--- src/rtl/fetch_stage_pkg.sv ---
// Shared fetch-stage definitions: bubble word, opcodes shared with the decoder,
// fetch FSM state encoding and PC arithmetic.
package fetch_stage_pkg;

    localparam logic [31:0] NOP_INSTR  = 32'h0000_0013;  // addi x0, x0, 0
    localparam logic [6:0]  OPC_HALT   = 7'b1111111;
    localparam logic [6:0]  OPC_JAL    = 7'b1101111;
    localparam logic [6:0]  OPC_JALR   = 7'b1100111;
    localparam logic [6:0]  OPC_BRANCH = 7'b1100011;

    typedef enum logic [2:0] {
        StIdle      = 3'd0,
        StFetch     = 3'd1,
        StWait      = 3'd2,
        StWaitStale = 3'd3,
        StHold      = 3'd4,
        StHalted    = 3'd5
    } fetch_state_e;

    // Wraps modulo 2^32 by construction.
    function automatic logic [31:0] next_pc(input logic [31:0] cur);
        return cur + 32'd4;
    endfunction

endpackage

--- src/rtl/fetch_stage_if_id_reg.sv ---
// IF/ID pipeline register: {valid, instr, pc, pc4} with async clear,
// hold on stall and bubble insertion on flush or when nothing is loaded.
module fetch_stage_if_id_reg #(
    parameter logic [31:0] NOP_INSTR = 32'h0000_0013
) (
    input  logic        clk,
    input  logic        rst_n,
    input  logic        flush,
    input  logic        hold,
    input  logic        load,
    input  logic [31:0] d_instr,
    input  logic [31:0] d_pc,
    input  logic [31:0] d_pc4,
    output logic        valid,
    output logic [31:0] instr,
    output logic [31:0] pc,
    output logic [31:0] pc4
);

    always_ff @(posedge clk or negedge rst_n) begin
        if (!rst_n) begin
            valid <= 1'b0;
            instr <= NOP_INSTR;
            pc    <= '0;
            pc4   <= '0;
        end else if (flush || (!hold && !load)) begin
            valid <= 1'b0;
            instr <= NOP_INSTR;
            pc    <= '0;
            pc4   <= '0;
        end else if (!hold) begin
            valid <= 1'b1;
            instr <= d_instr;
            pc    <= d_pc;
            pc4   <= d_pc4;
        end
    end

endmodule

--- src/rtl/fetch_stage.sv ---
// Instruction fetch stage: owns the PC, issues one-outstanding imem requests,
// parks a response in a skid buffer under stall, and feeds the IF/ID register.
module fetch_stage #(
    parameter logic [31:0] RESET_PC  = 32'h0000_0000,
    parameter logic [31:0] NOP_INSTR = fetch_stage_pkg::NOP_INSTR
) (
    input  logic        clk,
    input  logic        rst_n,
    output logic        imem_req,
    output logic [31:0] imem_addr,
    input  logic        imem_rvalid,
    input  logic [31:0] imem_rdata,
    input  logic        stall,
    input  logic        redirect_valid,
    input  logic [31:0] redirect_pc,
    input  logic        hlt,
    output logic        if_id_valid,
    output logic [31:0] if_id_instr,
    output logic [31:0] if_id_pc,
    output logic [31:0] if_id_pc4,
    output logic        halted
);
    import fetch_stage_pkg::*;

    fetch_state_e state;
    logic [31:0]  pc;
    logic [31:0]  skid_instr;
    logic [31:0]  skid_pc;

    logic         active;
    logic         redirect;
    logic         halt_now;
    logic         fetch_issue;
    logic         ifid_load;
    logic         ifid_hold;
    logic [31:0]  ifid_instr_d;
    logic [31:0]  ifid_pc_d;

    assign active      = (state != StHalted);
    assign redirect    = redirect_valid && active;
    // A redirect in the same cycle means the halt word is on the wrong path.
    assign halt_now    = active && hlt && if_id_valid && !redirect_valid;
    assign fetch_issue = (state == StFetch) && !stall;

    assign imem_req  = fetch_issue;
    assign imem_addr = pc;
    assign halted    = (state == StHalted);

    assign ifid_load    = ((state == StWait) && imem_rvalid) || (state == StHold);
    assign ifid_hold    = stall || halt_now || !active;
    assign ifid_instr_d = (state == StHold) ? skid_instr : imem_rdata;
    assign ifid_pc_d    = (state == StHold) ? skid_pc : pc;

    always_ff @(posedge clk or negedge rst_n) begin
        if (!rst_n) begin
            state      <= StIdle;
            pc         <= RESET_PC;
            skid_instr <= NOP_INSTR;
            skid_pc    <= '0;
        end else if (redirect) begin
            pc <= redirect_pc & 32'hFFFF_FFFC;
            // Any response still owed by memory belongs to the old path.
            unique case (state)
                StFetch:             state <= fetch_issue ? StWaitStale : StFetch;
                StWait, StWaitStale: state <= imem_rvalid ? StFetch : StWaitStale;
                default:             state <= StFetch;
            endcase
        end else if (halt_now) begin
            state <= StHalted;
        end else begin
            unique case (state)
                StIdle: state <= StFetch;
                StFetch: begin
                    if (fetch_issue) state <= StWait;
                end
                StWait: begin
                    if (imem_rvalid) begin
                        if (stall) begin
                            skid_instr <= imem_rdata;
                            skid_pc    <= pc;
                            state      <= StHold;
                        end else begin
                            pc    <= next_pc(pc);
                            state <= StFetch;
                        end
                    end
                end
                StHold: begin
                    if (!stall) begin
                        pc    <= next_pc(pc);
                        state <= StFetch;
                    end
                end
                StWaitStale: begin
                    if (imem_rvalid) state <= StFetch;
                end
                default: ;
            endcase
        end
    end

    fetch_stage_if_id_reg #(
        .NOP_INSTR(NOP_INSTR)
    ) u_if_id_reg (
        .clk    (clk),
        .rst_n  (rst_n),
        .flush  (redirect),
        .hold   (ifid_hold),
        .load   (ifid_load),
        .d_instr(ifid_instr_d),
        .d_pc   (ifid_pc_d),
        .d_pc4  (next_pc(ifid_pc_d)),
        .valid  (if_id_valid),
        .instr  (if_id_instr),
        .pc     (if_id_pc),
        .pc4    (if_id_pc4)
    );

endmodule

--- config.mk ---
export PLATFORM = sky130hd
export DESIGN_NAME = fetch_stage
export DESIGN_NICKNAME = d
export VERILOG_FILES = /design/src/rtl/fetch_stage_pkg.sv /design/src/rtl/fetch_stage_if_id_reg.sv /design/src/rtl/fetch_stage.sv
export SDC_FILE = /design/constraint.sdc
export NUM_CORES = 1
export LEC_CHECK = 0
export ABC_AREA = 1
export ABC_CLOCK_PERIOD_IN_PS = 2950
export BUFFER_PORTS_ARGS = -buffer_cell sky130_fd_sc_hd__buf_2
export CAP_MARGIN = 20
export CORE_MARGIN = 4
export CORE_UTILIZATION = 40
export CTS_CLUSTER_SIZE = 10
export DETAILED_ROUTE_END_ITERATION = 10
export MAX_ROUTING_LAYER = met4
export PLACE_DENSITY = 0.61
export SYNTH_ARGS = -nofsm -noshare
export SYNTH_HDL_FRONTEND = slang
export SYNTH_HIERARCHICAL = 1
export SYNTH_SLANG_ARGS = --single-unit
--- constraint.sdc ---
create_clock -name clk -period 2.95 [get_ports clk]
set_input_delay 0.4425 -clock clk [delete_from_list [all_inputs] [get_ports clk]]
set_output_delay 0.4425 -clock clk [all_outputs]
set_load 0.005 [all_outputs]
# Word-level counts from Yosys, hierarchy flattened
# Index checks and enable logic that the tools add are counted.
[totals] reg_bits=196 out_inout_bits=131 elab_cells=74
[op_classes] n_addsub=2 n_eq_ne=13 muxes=26 n_bitwise=2 reduce_logical=23
[op_table] op="$mux 32" count=12
[op_table] op="$add 32x3->32 const B" count=2
[op_table] op="$pmux 32 s2" count=1
[op_table] op="$mux 3" count=7
[op_table] op="$ne 4x3->1 const B" count=4
[op_table] op="$pmux 3 s5" count=1
[op_table] op="$reduce_and 5->1" count=2
[op_table] op="$logic_and 1x1->1" count=7
[op_table] op="$reduce_bool 7->1" count=1
[op_table] op="$eq 3x2->1 const B" count=2
[op_table] op="$eq 3x3->1 const B" count=2
[op_table] op="$logic_not 1->1" count=5
[op_table] op="$logic_or 1x1->1" count=4
[op_table] op="$mux 2" count=2
[op_table] op="$pmux 2 s2" count=1
[op_table] op="$eq 3x1->1 const B" count=1
[op_table] op="$logic_not 3->1" count=1
[op_table] op="$ne 3x2->1 const B" count=1
[op_table] op="$ne 3x3->1 const B" count=1
[op_table] op="$reduce_and 3->1" count=1
[op_table] op="$reduce_bool 3->1" count=1
[op_table] op="$mux 1" count=2
[op_table] op="$ne 2x1->1 const B" count=1
[op_table] op="$ne 2x2->1 const B" count=1
[op_table] op="2 further kinds" count=3

# Logic depth before layout (Yosys ltp)
[depth] depth_word=10 ltp_mapped=14

# Hierarchy
# Netlist, hierarchy kept.
[modules_own_cells] mod="fetch_stage" instances=1 cells_per_inst=1114 area_per_inst_um2=6934.2 seq_area_each_um2=2381.0
[modules_own_cells] mod="fetch_stage_if_id_reg" instances=1 cells_per_inst=412 area_per_inst_um2=3860.0 seq_area_each_um2=2431.1

# Worst setup path after synthesis
# No wires, ideal clock.
[synth_path] path_type="reg-to-reg" from="register state[0]" to="register u_if_id_reg.pc4[16]" setup_ps=83 arrival_time_ps=1948 required_ps=2867 slack_ps=919 path_stages_with_launch=13 path_buffers=1 synth_period_minus_slack_ps=2031 path_cell_list="dfrtp_1 > nor2_4 > nand2_4 > buf_2 > nand2_1 > nand2_1 > ha_1 > nand3_2 > nor2_1 > nand2_1 > xor2_1 > inv_1 > o21ai_0"
[synth_via] word_cells_on_any_way=21 cone_classes="add/sub: 1; eq/ne: 4; mux: 3; reduce/logical: 13"
[synth_lines] item="from (decl)" line="fetch_stage.sv:25" text="fetch_state_e state;"
[synth_lines] item="from (signal assigned)" line="fetch_stage.sv:56" text="state <= StIdle;"
[synth_lines] item="from (signal assigned)" line="fetch_stage.sv:64" text="StFetch: state <= fetch_issue ? StWaitStale : StFetch;"
[synth_lines] item="from (signal assigned)" line="fetch_stage.sv:65" text="StWait, StWaitStale: state <= imem_rvalid ? StFetch : StWaitStale;"
[synth_lines] item="$eq 3x3->1" line="fetch_stage.sv:52" text="assign ifid_pc_d = (state == StHold) ? skid_pc : pc;"
[synth_lines] item="$mux 32" line="fetch_stage.sv:52"
[synth_lines] item="via ifid_pc_d[2]" line="fetch_stage.sv:37" text="logic [31:0] ifid_pc_d;"
[synth_lines] item="$add 32x3->32" line="fetch_stage_pkg.sv:22" text="return cur + 32'd4;"
[synth_lines] item="$mux 32" line="fetch_stage_if_id_reg.sv:31" text="end else if (!hold) begin"
[synth_lines] item="$mux 32" line="fetch_stage_if_id_reg.sv:26" text="end else if (flush || (!hold && !load)) begin"
[synth_lines] item="to (signal assigned)" line="fetch_stage_if_id_reg.sv:35" text="pc4 <= d_pc4;"
[synth_lines] item="to (decl)" line="fetch_stage_if_id_reg.sv:17" text="output logic [31:0] pc4"
# The timed path passes the listed nets, and every way through them passes these cells. The select of a mux whose other input is x is not followed.
# A chain may end at the register's enable or synchronous reset.

# Worst setup path in the final report
# Ends and elaborated chain as after synthesis.

==> flow_summary.yaml <==
outcome:
  outcome: "completed"
power:
  p_total_mw: 10.6
  power-per-cell-area_mw_per_mm2: 843
  ir_drop_mv: 0.398
  power_leakage_nw: 6.58
placed_design:
  gp_congestion: 0.919
  io_buffers: 196
  place_hpwl_mm: 23.7
synthesis:
  syn_avg_cell_area_sq_um: 7.07
  yosys.area.top_type: "dfrtp_1"
  synthArstFlopShare_pct: 100
  yosysMostFrequentCell: "nand2_1"
  synth_area_leaders: "dfrtp_1, nand2_1, o21ai_0"
  ys_ff_latch: 192
  synthFlopType: "dfrtp_1"
  synth_cell_type_count: 34
  yosys_warnings: 6
  syn_area_sq_mm: 0.0108
  synth_top_area_share_pct: 43.1
  synth_edf_count: 0
  synth_commonest_cells: "nand2_1, inv_1, dfrtp_1"
  syn_inst: 1526
  ys_seq_area_share_pct: 44.6
drt:
  vias: 10017
  route.detailed.drc: 0
  drtIter0Drc: 677
  wl_mm: 32.2
  detail_route.wl_per_cell_um: 15.8
  first_pass_iters: 6
  vias_per_cell: 4.90
  ant_nets: 0
timing:
  rsz0062_at_grt: "false"
  finalSetupViolations: 0
  hold_viol_final: 0
  skew_ps: 17.5
  fmax_ghz: 0.393
  period_share_pct: 86.3
  relSlewSlack_pct: 57.5
  tightestPinTransition_ps: 637
  fin_tns_setup_ps: 0
  slew_viol_final: 0
  min_period_ps: 2540
  holdWs_ps: 35.9
final_layout:
  finish.net_count: 1768
  area_growth_pct: 16.8
  drive_gt1_share_pct: 17.3
  antenna_cells: 0
  post-route-util_pct: 48.0
  fillers: 2795
critical_path:
  criticalPathCategory: "reg -> reg"
  crit_end: "u_if_id_reg/pc4[16]$_DFFE_PN0P_"
  crit_start: "state[0]$_DFFE_PN0P_"
  timing.rr.end: "u_if_id_reg/pc4[16]$_DFFE_PN0P_"
  r2r_cells: 12
  crit_arrival_ps: 2890
  worstPathRequired_ps: 3300
  end_kind: "register"
  r2r_setup_slack_ps: 410
  startpoint_type: "register"
  critPathMaxFanout: 31
  reg2reg_from: "state[0]$_DFFE_PN0P_"
grt:
  grt-ovfl-total: 0
  grt_pass1_vias: 9416
  grt_first_pass_wirelength_mm: 51.8
  grt_antenna_before_repair: 0
  grt_max_degree: 77
  track_usage_pct: 22.7
clock_network:
  hold_buffers: 0
  clk_pin_slew_ps: 80
  clock-sinks: 192
  insertion_delay_ps: 440
  cts_buffer_depth: 2
  cts_resized: 0
  cts_tree: "built"
  htree_levels: 4
  post_cts_buffers: 0
  numCtsBuffers: 17
  cts_root_buf: "clkbuf_16"
hold_path:
  min_path_type: "in -> async"
floorplanning:
  dieArea_sq_mm: 0.0297
  num_rows: 59
  fp.coreArea_sq_mm: 0.0263
  start_util_pct: 41.1
  io_pins: 201
  die_w_um: 172
  fp.dieH_um: 172
job:
  drv_cap: 0
## power by group
group / leakage, nW / internal [mW] / switching (mW) / total, mW
combinational: 3.73 / 1.31 / 2.89 / 4.21
clock: 0.295 / 1.24 / 1.18 / 2.42
sequential: 2.56 / 3.31 / 0.685 / 3.99
## per-layer routing
| metal | wire length (um) | vias to the layer above | track usage, % |
|---|---|---|---|
| met5 | 0 | - | - |
| met4 | 590 | 0 | 5.95 |
| met3 | 1420 | 29 | 2.99 |
| met2 | 14000 | 269 | 32.2 |
| met1 | 16200 | 4598 | 34.1 |
| li1 | - | 5121 | - |
## sequential cells by signal (all words and copies together), names as in the netlist
register and count:
skid_instr 32, u_if_id_reg/instr 32, u_if_id_reg/pc4 32, u_if_id_reg/pc 32, imem_addr 30, skid_pc 30
state 3, u_if_id_reg/valid 1
## metrics by stage
stage / area [sq um] / worst slack (ps) / instances
4_1_cts: 12600 / 392 / 2044
5_1_grt: 12600 / 157 / 2044
2_1_floorplan: 10800 / 919 / 1531
6_report: 12600 / 405 / 2044
3_5_place_dp: 12000 / 420 / 2012
3_3_place_gp: 12000 / 444 / 2012
## layout by cell type, fill, tap and decap left out, drive strengths merged
master and count:
ha 2, clkinvlp 1, nand2 523, bufinv 1, dfstp 6, nand3b 20, conb 6, clkbuf 19
buf 214, clkinv 3, a21oi 2, a211oi 1, nand3 88, nor2 156, a31oi 3, dfrtp 186
nand4 13, inv 201, nor3 14, o21ai 234, xor2 15, o2111ai 1
## kinds of logic after synthesis
family | count (synthesis) | synth area share, %
AND/OR/NAND/NOR | 814 | 31.4
buffers and inverters | 261 | 10.8
AO/OA/AOI/OAI | 241 | 11.7
XOR/XNOR | 15 | 1.22
other | 1 | 0.0347
flip-flops | 192 | 44.6
adder cells (fa/ha/maj) | 2 | 0.232
## how the worst min path moves through the flow
stage                                 endpoint  slack [ps]  depth (start not counted)
2_1_floorplan        imem_addr[10]$_DFFE_PN0P_         150                          0
5_1_grt         u_if_id_reg/pc[13]$_DFFE_PN0P_          70                          1
3_3_place_gp    u_if_id_reg/pc4[0]$_DFFE_PN0P_         460                          2
3_5_place_dp   u_if_id_reg/pc4[19]$_DFFE_PN0P_         470                          2
6_report        u_if_id_reg/pc[13]$_DFFE_PN0P_          40                          1
4_1_cts         u_if_id_reg/pc[13]$_DFFE_PN0P_          60                          1
## critical path: stages, from the launching register on
cell and delay, ps:
dfrtp_1 490, nor2_4 180, nand2_4 230, clkinv_1 200, nand2_1 70, nand2_1 140, ha_1 210, nand3_2 150
nor2_1 340, nand2_1 110, xor2_1 130, inv_1 50, o21ai_0 140
## area by class of cell
| class | count | area, sq um | area share, % |
|---|---|---|---|
| multi-input cells | 1078 | 4840 | 38.4 |
| flip-flops and latches | 192 | 4810 | 38.2 |
| repair buffers | 215 | 1210 | 9.58 |
| inverters | 192 | 723 | 5.74 |
| clock buffers | 18 | 439 | 3.48 |
| well taps | 335 | 419 | 3.33 |
| clock inverters | 14 | 163 | 1.29 |
(Power assumes the default switching activity.)
